File: config.mk
export PLATFORM = sky130hd
export DESIGN_NAME = ram_access_ctrl
export DESIGN_NICKNAME = d
export VERILOG_FILES = /design/src/rtl/ram_access_pkg.sv /design/src/rtl/ram_lane.sv /design/src/rtl/ram_access_ctrl.sv
export SDC_FILE = /design/constraint.sdc
export NUM_CORES = 2
export LEC_CHECK = 0
export BUFFER_PORTS_ARGS = -buffer_cell sky130_fd_sc_hd__buf_2
export CORE_MARGIN = 5
export CORE_UTILIZATION = 50
export CTS_BUF_LIST = sky130_fd_sc_hd__clkbuf_4
export DETAILED_ROUTE_END_ITERATION = 6
export GPL_TIMING_DRIVEN = 0
export MAX_ROUTING_LAYER = met4
export PLACE_DENSITY = 0.65
export SLEW_MARGIN = 10
export SYNTH_ARGS = -nofsm -noshare
export SYNTH_HDL_FRONTEND = slang
export SYNTH_SLANG_ARGS = --single-unit
File: constraint.sdc
create_clock -name clk -period 21.2 [get_ports clk]
set_clock_uncertainty 0.2 [all_clocks]
set_input_delay 3.18 -clock clk [delete_from_list [all_inputs] [get_ports clk]]
set_output_delay 3.18 -clock clk [all_outputs]
set_load 0.01 [all_outputs]
File: src/rtl/ram_access_pkg.sv
// Shared types and constants for the byte-laned RAM access controller.
package ram_access_pkg;

  localparam int unsigned NUM_LANES = 4;

  typedef enum logic [1:0] {
    MODE_BYTE = 2'd0,
    MODE_HALF = 2'd1,
    MODE_WORD = 2'd2,
    MODE_RSVD = 2'd3
  } mode_t;

  typedef enum logic [1:0] {
    IDLE,
    ACCESS,
    DONE,
    RELEASE
  } state_t;

endpackage

File: src/rtl/ram_lane.sv
// One byte-wide RAM lane: synchronous write, registered read, no reset on storage.
module ram_lane #(
  parameter int unsigned DEPTH_W = 7
) (
  input  logic               clk,
  input  logic               we,
  input  logic [DEPTH_W-1:0] idx,
  input  logic [7:0]         wdata,
  output logic [7:0]         q
);

  logic [7:0] mem [2**DEPTH_W];

  always_ff @(posedge clk) begin
    if (we) mem[idx] <= wdata;
    q <= mem[idx];
  end

endmodule

File: src/rtl/ram_access_ctrl.sv
// Four-phase handshake controller over four big-endian byte lanes.
// Optional macro RAM_ACCESS_ALIGN_CHECK_EN faults misaligned half/word transfers instead of force-aligning.
module ram_access_ctrl
  import ram_access_pkg::*;
#(
  parameter int unsigned ADDR_W = 9,
  parameter int unsigned LAT    = 2
) (
  input  logic              clk,
  input  logic              rst_n,
  input  logic              req,
  input  logic              we,
  input  logic [ADDR_W-1:0] addr,
  input  logic [1:0]        mode,
  input  logic [31:0]       wdata,
  output logic [31:0]       rdata,
  output logic              moc,
  output logic              fault
);

  state_t              state, state_d;
  logic                we_q;
  logic [ADDR_W-1:0]   addr_q;
  mode_t               mode_q;
  logic [31:0]         wdata_q;
  logic [3:0]          cnt;
  logic                accept, last, bad;
  logic [NUM_LANES-1:0] lane_en, lane_we;
  logic [7:0]          lane_wd [NUM_LANES];
  logic [7:0]          lane_q  [NUM_LANES];
  logic [ADDR_W-3:0]   idx;
  logic [31:0]         rd_word;

`ifdef RAM_ACCESS_ALIGN_CHECK_EN
  always_comb
    bad = (mode_q == MODE_RSVD) ||
          ((mode_q == MODE_HALF) && addr_q[0]) ||
          ((mode_q == MODE_WORD) && (addr_q[1:0] != 2'b00));
`else
  // Misaligned offsets are ignored below: half uses only addr[1], word no offset bits.
  always_comb bad = (mode_q == MODE_RSVD);
`endif

  always_comb begin
    state_d = state;
    accept  = 1'b0;
    last    = 1'b0;
    case (state)
      IDLE:    if (req) begin state_d = ACCESS; accept = 1'b1; end
      ACCESS: begin
        last = bad || (cnt == 4'(LAT - 1));
        if (last) state_d = DONE;
      end
      DONE:    if (!req) state_d = RELEASE;
      RELEASE: state_d = IDLE;
      default: state_d = IDLE;
    endcase
  end

  always_comb moc = (state == DONE);

  // Read index follows the live address in IDLE so lane data is ready after one ACCESS cycle.
  always_comb idx = (state == IDLE) ? addr[ADDR_W-1:2] : addr_q[ADDR_W-1:2];

  always_comb begin
    lane_en = '0;
    case (mode_q)
      MODE_BYTE: lane_en[addr_q[1:0]] = 1'b1;
      MODE_HALF: lane_en = addr_q[1] ? 4'b1100 : 4'b0011;
      MODE_WORD: lane_en = 4'b1111;
      default:   lane_en = '0;
    endcase
    lane_we = '0;
    if (rst_n && (state == ACCESS) && last && we_q && !bad) lane_we = lane_en;
  end

  always_comb begin
    for (int unsigned k = 0; k < NUM_LANES; k++) begin
      lane_wd[k] = wdata_q[7:0];
      if (mode_q == MODE_WORD)      lane_wd[k] = wdata_q[31-8*k -: 8];
      else if (mode_q == MODE_HALF) lane_wd[k] = (k % 2 == 0) ? wdata_q[15:8] : wdata_q[7:0];
    end
  end

  always_comb begin
    rd_word = '0;
    case (mode_q)
      MODE_BYTE: rd_word = {24'd0, lane_q[addr_q[1:0]]};
      MODE_HALF: rd_word = addr_q[1] ? {16'd0, lane_q[2], lane_q[3]}
                                     : {16'd0, lane_q[0], lane_q[1]};
      MODE_WORD: rd_word = {lane_q[0], lane_q[1], lane_q[2], lane_q[3]};
      default:   rd_word = '0;
    endcase
  end

  for (genvar k = 0; k < NUM_LANES; k++) begin : g_lane
    ram_lane #(.DEPTH_W(ADDR_W - 2)) u_lane (
      .clk   (clk),
      .we    (lane_we[k]),
      .idx   (idx),
      .wdata (lane_wd[k]),
      .q     (lane_q[k])
    );
  end

  always_ff @(posedge clk) begin
    if (!rst_n) state <= IDLE;
    else        state <= state_d;
  end

  always_ff @(posedge clk) begin
    if (!rst_n) begin
      fault   <= 1'b0;
      rdata   <= '0;
      cnt     <= '0;
      we_q    <= 1'b0;
      addr_q  <= '0;
      mode_q  <= MODE_BYTE;
      wdata_q <= '0;
    end else begin
      if (accept) begin
        we_q    <= we;
        addr_q  <= addr;
        mode_q  <= mode_t'(mode);
        wdata_q <= wdata;
        cnt     <= '0;
        fault   <= 1'b0;
      end
      if (state == ACCESS) begin
        cnt <= cnt + 4'd1;
        if (last) begin
          fault <= bad;
          if (bad)        rdata <= '0;
          else if (!we_q) rdata <= rd_word;
        end
      end
    end
  end

endmodule

# Word-level counts from Yosys, hierarchy flattened
# Memory sizes are Yosys's and may differ from the RTL's. A register that Yosys moved wholly into a read port is not among the register bits.
# Cells that the tools add are included.
dict set report word_totals {
  reg_bits 83
  ram_bits 4096
  latchBits 0
  mem_count 4
  in_bits 47
  out_inout_bits 34
  elab_cells 77
  rom_bits 0
}
# memory words width read_ports rd_ports_with_merged_regs write_ports line_no
set mem_list {}
lappend mem_list {{g_lane[0].u_lane.mem} 128 8 1 1 1 ram_lane.sv:12} ;# logic [7:0] mem [2**DEPTH_W];
lappend mem_list {{g_lane[1].u_lane.mem} 128 8 1 1 1 ram_lane.sv:12}
lappend mem_list {{g_lane[2].u_lane.mem} 128 8 1 1 1 ram_lane.sv:12}
lappend mem_list {{g_lane[3].u_lane.mem} 128 8 1 1 1 ram_lane.sv:12}
dict set report op_classes {
  n_div 0
  n_eq_ne 11
  n_addsub 1
  magnitude_cmp 3
  reduce_logical 12
  multipliers 0
  bitwise 1
  n_mux 37
  shift 0
}
# operator n
set ops {}
lappend ops {{$pmux W32 S3} 1}
lappend ops {{$mux W32} 2}
lappend ops {{$mux W8} 6}
lappend ops {{$bmux W8 S2} 1}
lappend ops {{$mux W16} 1}
lappend ops {{$mux W4} 4}
lappend ops {{$mux W1} 15}
lappend ops {{$pmux W4 S3} 1}
lappend ops {{$eq A2 B2 Y1 const B} 4}
lappend ops {{$pmux W2 S4} 1}
lappend ops {{$mux W7} 1}
lappend ops {{$mux W2} 3}
lappend ops {{$ne A2 B2 Y1 const B} 3}
lappend ops {{$reduce_and A3 Y1} 2}
lappend ops {{$logic_and A1 B1 Y1} 5}
lappend ops {{$add A4 B1 Y4 const B} 1}
lappend ops {{$eq A2 B1 Y1 const B} 2}
lappend ops {{$eq A4 B1 Y1 const B} 1}
lappend ops {{$logic_not A2 Y1} 2}
lappend ops {{$ge A3 B3 Y1 const B} 1}
lappend ops {{$lt A2 B3 Y1 const B} 1}
lappend ops {{$not A2 Y3} 1}
lappend ops {{$demux W1 S2} 1}
lappend ops {{$ge A2 B1 Y1 const B} 1}
lappend ops {{other kinds (4)} 4}

# Depth between registers and ports, before layout
dict set report logic_depth {
  word_depth 9
  depth_mapped 13
  ltp_nobuf 8
}

# Cells and area by module
# Synthesis repeated with hierarchy kept, for this count alone.
dict set report unflattened {
  hier_cells 10379
  area_unflattened_um2 165688.9
}
# mod instances cells_per_inst area_per_inst_um2 seq_area_each_um2
set modules_own_cells {}
lappend modules_own_cells {ram_lane 4 2475 40433.8 30909.6}
lappend modules_own_cells {ram_access_ctrl 1 479 3953.8 1661.6}

# Least setup slack after synthesis
# No wires, ideal clock.
dict set report synth_timing {
  kind {register -> register}
  startpoint {reg wdata_q[0]}
  endpoint {mem g_lane[0].u_lane.mem[0][0] (data pin)}
  path_slack_ps 14419
  stages_incl_launch_ff 4
  required_ps 20109
  synth_period_minus_slack_ps 6781
  arrival_ps 5690
  cell_sequence {dfxtp_1 -> nor2b_1 -> a211oi_1 -> a21oi_1}
}
dict set report synth_via {
  elab_chain_len 2
}
# item line_no
set synth_rtl {}
lappend synth_rtl {{from (decl)} ram_access_ctrl.sv:25} ;# logic [31:0] wdata_q;
lappend synth_rtl {{from (signal assigned)} ram_access_ctrl.sv:125} ;# wdata_q <= wdata;
lappend synth_rtl {{$mux W8} ram_access_ctrl.sv:81} ;# else if (mode_q == MODE_HALF) lane_wd[k] = (k % 2 == 0) ? wdata_q[15:8] : wdata_q[7:0];
lappend synth_rtl {{$mux W8} ram_access_ctrl.sv:80} ;# if (mode_q == MODE_WORD) lane_wd[k] = wdata_q[31-8*k -: 8];
lappend synth_rtl {{net g_lane[0].u_lane.wdata[0]} ram_lane.sv:8} ;# input logic [7:0] wdata,
lappend synth_rtl {{to (decl)} ram_lane.sv:12}
# The timed path passes the listed nets, and every way through them passes these cells.

# Worst setup path after layout
dict set report layout_timing {
  startpoint {in addr[3]}
  endpoint {mem g_lane[3].u_lane.mem[111][3] (enable)}
}
dict set report layout_via {
  elab_chain_len 1
}
# item line_no
set layout_rtl {}
lappend layout_rtl {{from (decl)} ram_access_ctrl.sv:13} ;# input logic [ADDR_W-1:0] addr,
lappend layout_rtl {{$mux W7} ram_access_ctrl.sv:63} ;# always_comb idx = (state == IDLE) ? addr[ADDR_W-1:2] : addr_q[ADDR_W-1:2];
lappend layout_rtl {{to (decl)} ram_lane.sv:12}
# Every way passes these cells.

==> results summary <==
The flow ran to the end, but the final reports show violations. The checks that failed: DRC, capacitance limit, slew limit. The later-pin clock latency in the skew report came out at 1.73 ns. In this run, post-CTS hold repair placed 0 buffers. The routed design has 566,000 um of wire.

Pin placement for this block handled 81 I/O pins. The max-cap check violation count is 6. The slowest stage of the critical path belongs to the cell sky130_fd_sc_hd__nor2_1. The area overhead of the layout relative to synthesis came out at 14.37%. The post-synthesis instance area came out at 0.1547 mm^2. The final worst-path cycle share came out at 0.3433. The worst reg-to-reg path cell count came out at 11. The maximum count of clock buffers along a single path came out at 5. Clock-pin slew was measured on the worst setup and hold paths at 0.06 ns. The number of different library cells in the post-synthesis netlist is 53.

The die span in x came out at 566.3 um. Before CTS, the worst setup slack after placement is 12.80 ns. The TritonCTS clock tree is yes. The number of max-slew violations in the final report is 6. The worst setup path is captured at a flop. The final-layout setup total negative slack is 0 ns. The hold violation total from the final report is 0. The slack of the critical path is 13.92 ns. The largest fanout of any net on the critical path is 11. The count of state elements after synthesis came out at 4,211.

The most common cell after layout, fill and taps aside is sky130_fd_sc_hd__edfxtp_1. Data arrives at the worst endpoint at 8.34 ns. CTS placed an instance of sky130_fd_sc_hd__clkbuf_4 at the clock tree root. The final-report setup violation count came out at 0.

In this run the worst hold path is classified as reg -> reg. The all-layer global routing usage came out at 0.3564. The number of clock sinks came out at 4,211. The initial antenna violation count was 82.

The cell count after synthesis came out at 8,677. The number of iterations in the first detailed-routing pass came out at 7. Setup repair after global routing left no endpoint under its margin. The count of vias placed by the detailed router is 100,900.

The footprint of the multi-input gates is 0.02736 mm^2. The setup slack of the most critical reg-to-reg path came out at 14.62 ns. The instance count along the most critical hold path is 2. Broken down by cell family, the worst path's largest delay share belongs to buffers and inverters.

The number of synthesis warnings came out at 0. The pin count of the biggest net entering global routing came out at 89. The violation count after the first detailed-routing iteration came out at 18,200. From bottom edge to top edge, the die measures 566.3 um. The area occupied by registers came out at 0.1253 mm^2.

Walking the worst path, the cells encountered are buf_4 > nand2_1 > o22ai_2 > buf_2 > buf_4 > buf_2 > buf_2 > nand2_1 > nor2_1. The number of port buffers is 78. In this run the number of H-tree levels came out at 7.

The post-synthesis async set-or-reset flop share came out at 0. The final cell count without fillers came out at 14,910. The worst endpoint required time came out at 22.26 ns. The estimated wirelength of the detail-placed design is 388,300 um. The number of global-route vias before repair came out at 96,160. The number of flops mapped to enable cells by yosys is 4,096.

For this configuration, the core starts out at a cell density of 0.5015. After detailed routing, the number of remaining DRC violations is 1. The minimum clock period after layout is 7.278 ns.

The share of synthesized area occupied by flip-flops and latches came out at 0.8097. The buffers inserted during post-CTS setup optimization came out at 0. The final-layout worst hold slack came out at 0.2773 ns. The sum of buffers and inverters on the critical path came out at 5. The highest clock rate came out at 137.4 MHz.

The peak supply drop is 0.07198 mV. Headroom to the max-slew limit came out at -0.1340. In this run the number of cells on the critical path is 9.

The areal power density over the cells is 121.7 mW/mm^2. The number of nets in the synthesized netlist is 8,729. The first-pass GRT wire length is 758,900 um. The quantity of gates resized following cts is 0.

The post-layout net count came out at 10,070. By instance count, the cell type seen most on the critical path is sky130_fd_sc_hd__buf_2. The fraction of layout instances using a drive strength above 1 came out at 0.2269.

The remaining antenna violation count after routing is 0. Leaving out fill and tap cells, the most frequent cells in the layout are sky130_fd_sc_hd__edfxtp_1 (4,096), sky130_fd_sc_hd__a22oi_1 (2,012), sky130_fd_sc_hd__clkbuf_4 (1,568). The total congestion overflow after global routing is 0. The average wire length per cell after detail routing came out at 37.97 um. The weighted congestion reported at the end of routability-driven placement is 1.044.

The kind of critical path is in -> reg. The post-detailed-route via-to-cell ratio came out at 6.769. The top flip-flop cell by instance count after synthesis is sky130_fd_sc_hd__edfxtp_1. The total of fill cells in the finished design is 23,490.

The post-synthesis average cell area came out at 17.83 um^2. The area of the die came out at 0.3207 mm^2. In this run, placement finished with an instance count of 13,010. The total area inside the core boundary comes to 0.3086 mm^2. The worst setup path is launched from an input pin. In this run the core area contains 204 standard-cell rows.

In this run the static leakage power is 54.49 nW. The worst-margin pin slew is 1.679 ns. For this run, the slowest stage of the critical path takes 0.92 ns.

The CTS buffer count is 1,124.
where the power goes:
part	switching [W]	internal, W
Sequential	0.0000654	0.00965
Clock	0.00325	0.00355
Combinational	0.00389	0.00115
synthesized netlist by cell type (3+ instances only):
master / n / area (um^2)
sky130_fd_sc_hd__edfxtp_1: 4096 / 123000
sky130_fd_sc_hd__buf_1: 14 / 52.55
sky130_fd_sc_hd__a221oi_1: 8 / 70.07
sky130_fd_sc_hd__nand2_1: 254 / 953.4
sky130_fd_sc_hd__nand2b_1: 7 / 43.79
sky130_fd_sc_hd__mux2i_1: 40 / 400.4
sky130_fd_sc_hd__o21ai_1: 3 / 15.01
sky130_fd_sc_hd__a31oi_2: 5 / 62.56
sky130_fd_sc_hd__o21bai_1: 3 / 22.52
sky130_fd_sc_hd__clkbuf_1: 192 / 720.7
sky130_fd_sc_hd__ha_1: 5 / 62.56
sky130_fd_sc_hd__a22oi_1: 2012 / 15100
sky130_fd_sc_hd__a41oi_1: 502 / 4397
sky130_fd_sc_hd__nor3b_1: 11 / 82.58
sky130_fd_sc_hd__o41ai_1: 93 / 814.5
sky130_fd_sc_hd__mux2_2: 26 / 292.8
sky130_fd_sc_hd__nor4_1: 32 / 200.2
sky130_fd_sc_hd__o2111ai_1: 32 / 280.3
sky130_fd_sc_hd__nor2b_1: 11 / 68.82
sky130_fd_sc_hd__nor2_1: 563 / 2113
sky130_fd_sc_hd__nand3_1: 24 / 120.1
sky130_fd_sc_hd__o21ai_0: 13 / 65.06
sky130_fd_sc_hd__and2_1: 3 / 18.77
sky130_fd_sc_hd__inv_1: 10 / 37.54
sky130_fd_sc_hd__a21oi_1: 86 / 430.4
sky130_fd_sc_hd__buf_2: 392 / 1962
sky130_fd_sc_hd__a211oi_1: 16 / 120.1
sky130_fd_sc_hd__o22ai_1: 14 / 87.58
sky130_fd_sc_hd__nand3b_1: 3 / 22.52
sky130_fd_sc_hd__dfxtp_1: 115 / 2302
sky130_fd_sc_hd__a41o_1: 4 / 40.04
sky130_fd_sc_hd__o21a_1: 5 / 37.54
sky130_fd_sc_hd__nor3_1: 21 / 105.1
sky130_fd_sc_hd__o22ai_4: 4 / 80.08
sky130_fd_sc_hd__buf_4: 20 / 150.1
sky130_fd_sc_hd__buf_6: 15 / 168.9
state kept, by name, indices dropped and copies added (netlist names):
signal / count
state: 2
g_lane.u_lane.mem: 4096
rdata: 32
g_lane.u_lane.q: 32
mode_q: 2
cnt: 4
wdata_q: 32
fault: 1
addr_q: 9
we_q: 1
layer usage:
layer | part of all wire | vias up | global-route usage
met5 | 0 | - | -
met4 | 0.078 | 0 | 0.2450
met3 | 0.15 | 1953 | 0.1450
met2 | 0.43 | 8750 | 0.4933
met1 | 0.34 | 50270 | 0.4262
li1 | - | 39940 | -
layout make-up:
cell class,instances,area share
multi-input combinational,3823,0.1546
clock inverter,232,0.007218
clock buffer,1566,0.06643
inverter,10,0.0002121
antenna,100,0.001414
tap,4120,0.02913
buffer,633,0.01731
sequential,4211,0.7082
timing repair buffer,213,0.01555
final timing paths:
| check | startpoint | to |
|---|---|---|
| max | addr[3] | g_lane[3].u_lane.mem[111][3] |
| min | wdata_q[24] | wdata_q[24] |
| max reg2reg | state[0] | g_lane[3].u_lane.mem[111][3] |
| min reg2reg | wdata_q[24] | wdata_q[24] |
cells by family after synthesis:
family / Yosys count / synth area share
flip-flops: 4211 / 0.8097
multiplexers: 67 / 0.004568
buffers and inverters: 643 / 0.01998
AO/OA/AOI/OAI: 2814 / 0.1408
AND/OR/NAND/NOR: 937 / 0.02450
adder cells (fa/ha/maj): 5 / 0.0004043
worst register-to-register path, cell delays in order (launching register included):
cell and delay (ns):
sky130_fd_sc_hd__dfxtp_1 0.38, sky130_fd_sc_hd__inv_1 0.10, sky130_fd_sc_hd__ha_1 0.32, sky130_fd_sc_hd__buf_6 0.21, sky130_fd_sc_hd__or2b_4 0.31, sky130_fd_sc_hd__o22ai_2 0.35
sky130_fd_sc_hd__buf_2 0.61, sky130_fd_sc_hd__buf_4 0.54, sky130_fd_sc_hd__buf_2 0.77, sky130_fd_sc_hd__buf_2 0.81, sky130_fd_sc_hd__nand2_1 0.63, sky130_fd_sc_hd__nor2_1 0.92
per-stage QoR:
stage | utilization | instance area [um^2] | power (W)
6_report | 0.5735 | 177000 | 0.02154
5_1_grt | 0.5733 | 176900 | 0.02193
4_1_cts | 0.5723 | 176600 | 0.02121
3_5_place_dp | 0.5301 | 163600 | 0.01460
3_3_place_gp | 0.5194 | 160300 | 0.01432
2_1_floorplan | - | 154700 | 0.01181
Power figures use the tool's default switching activity.
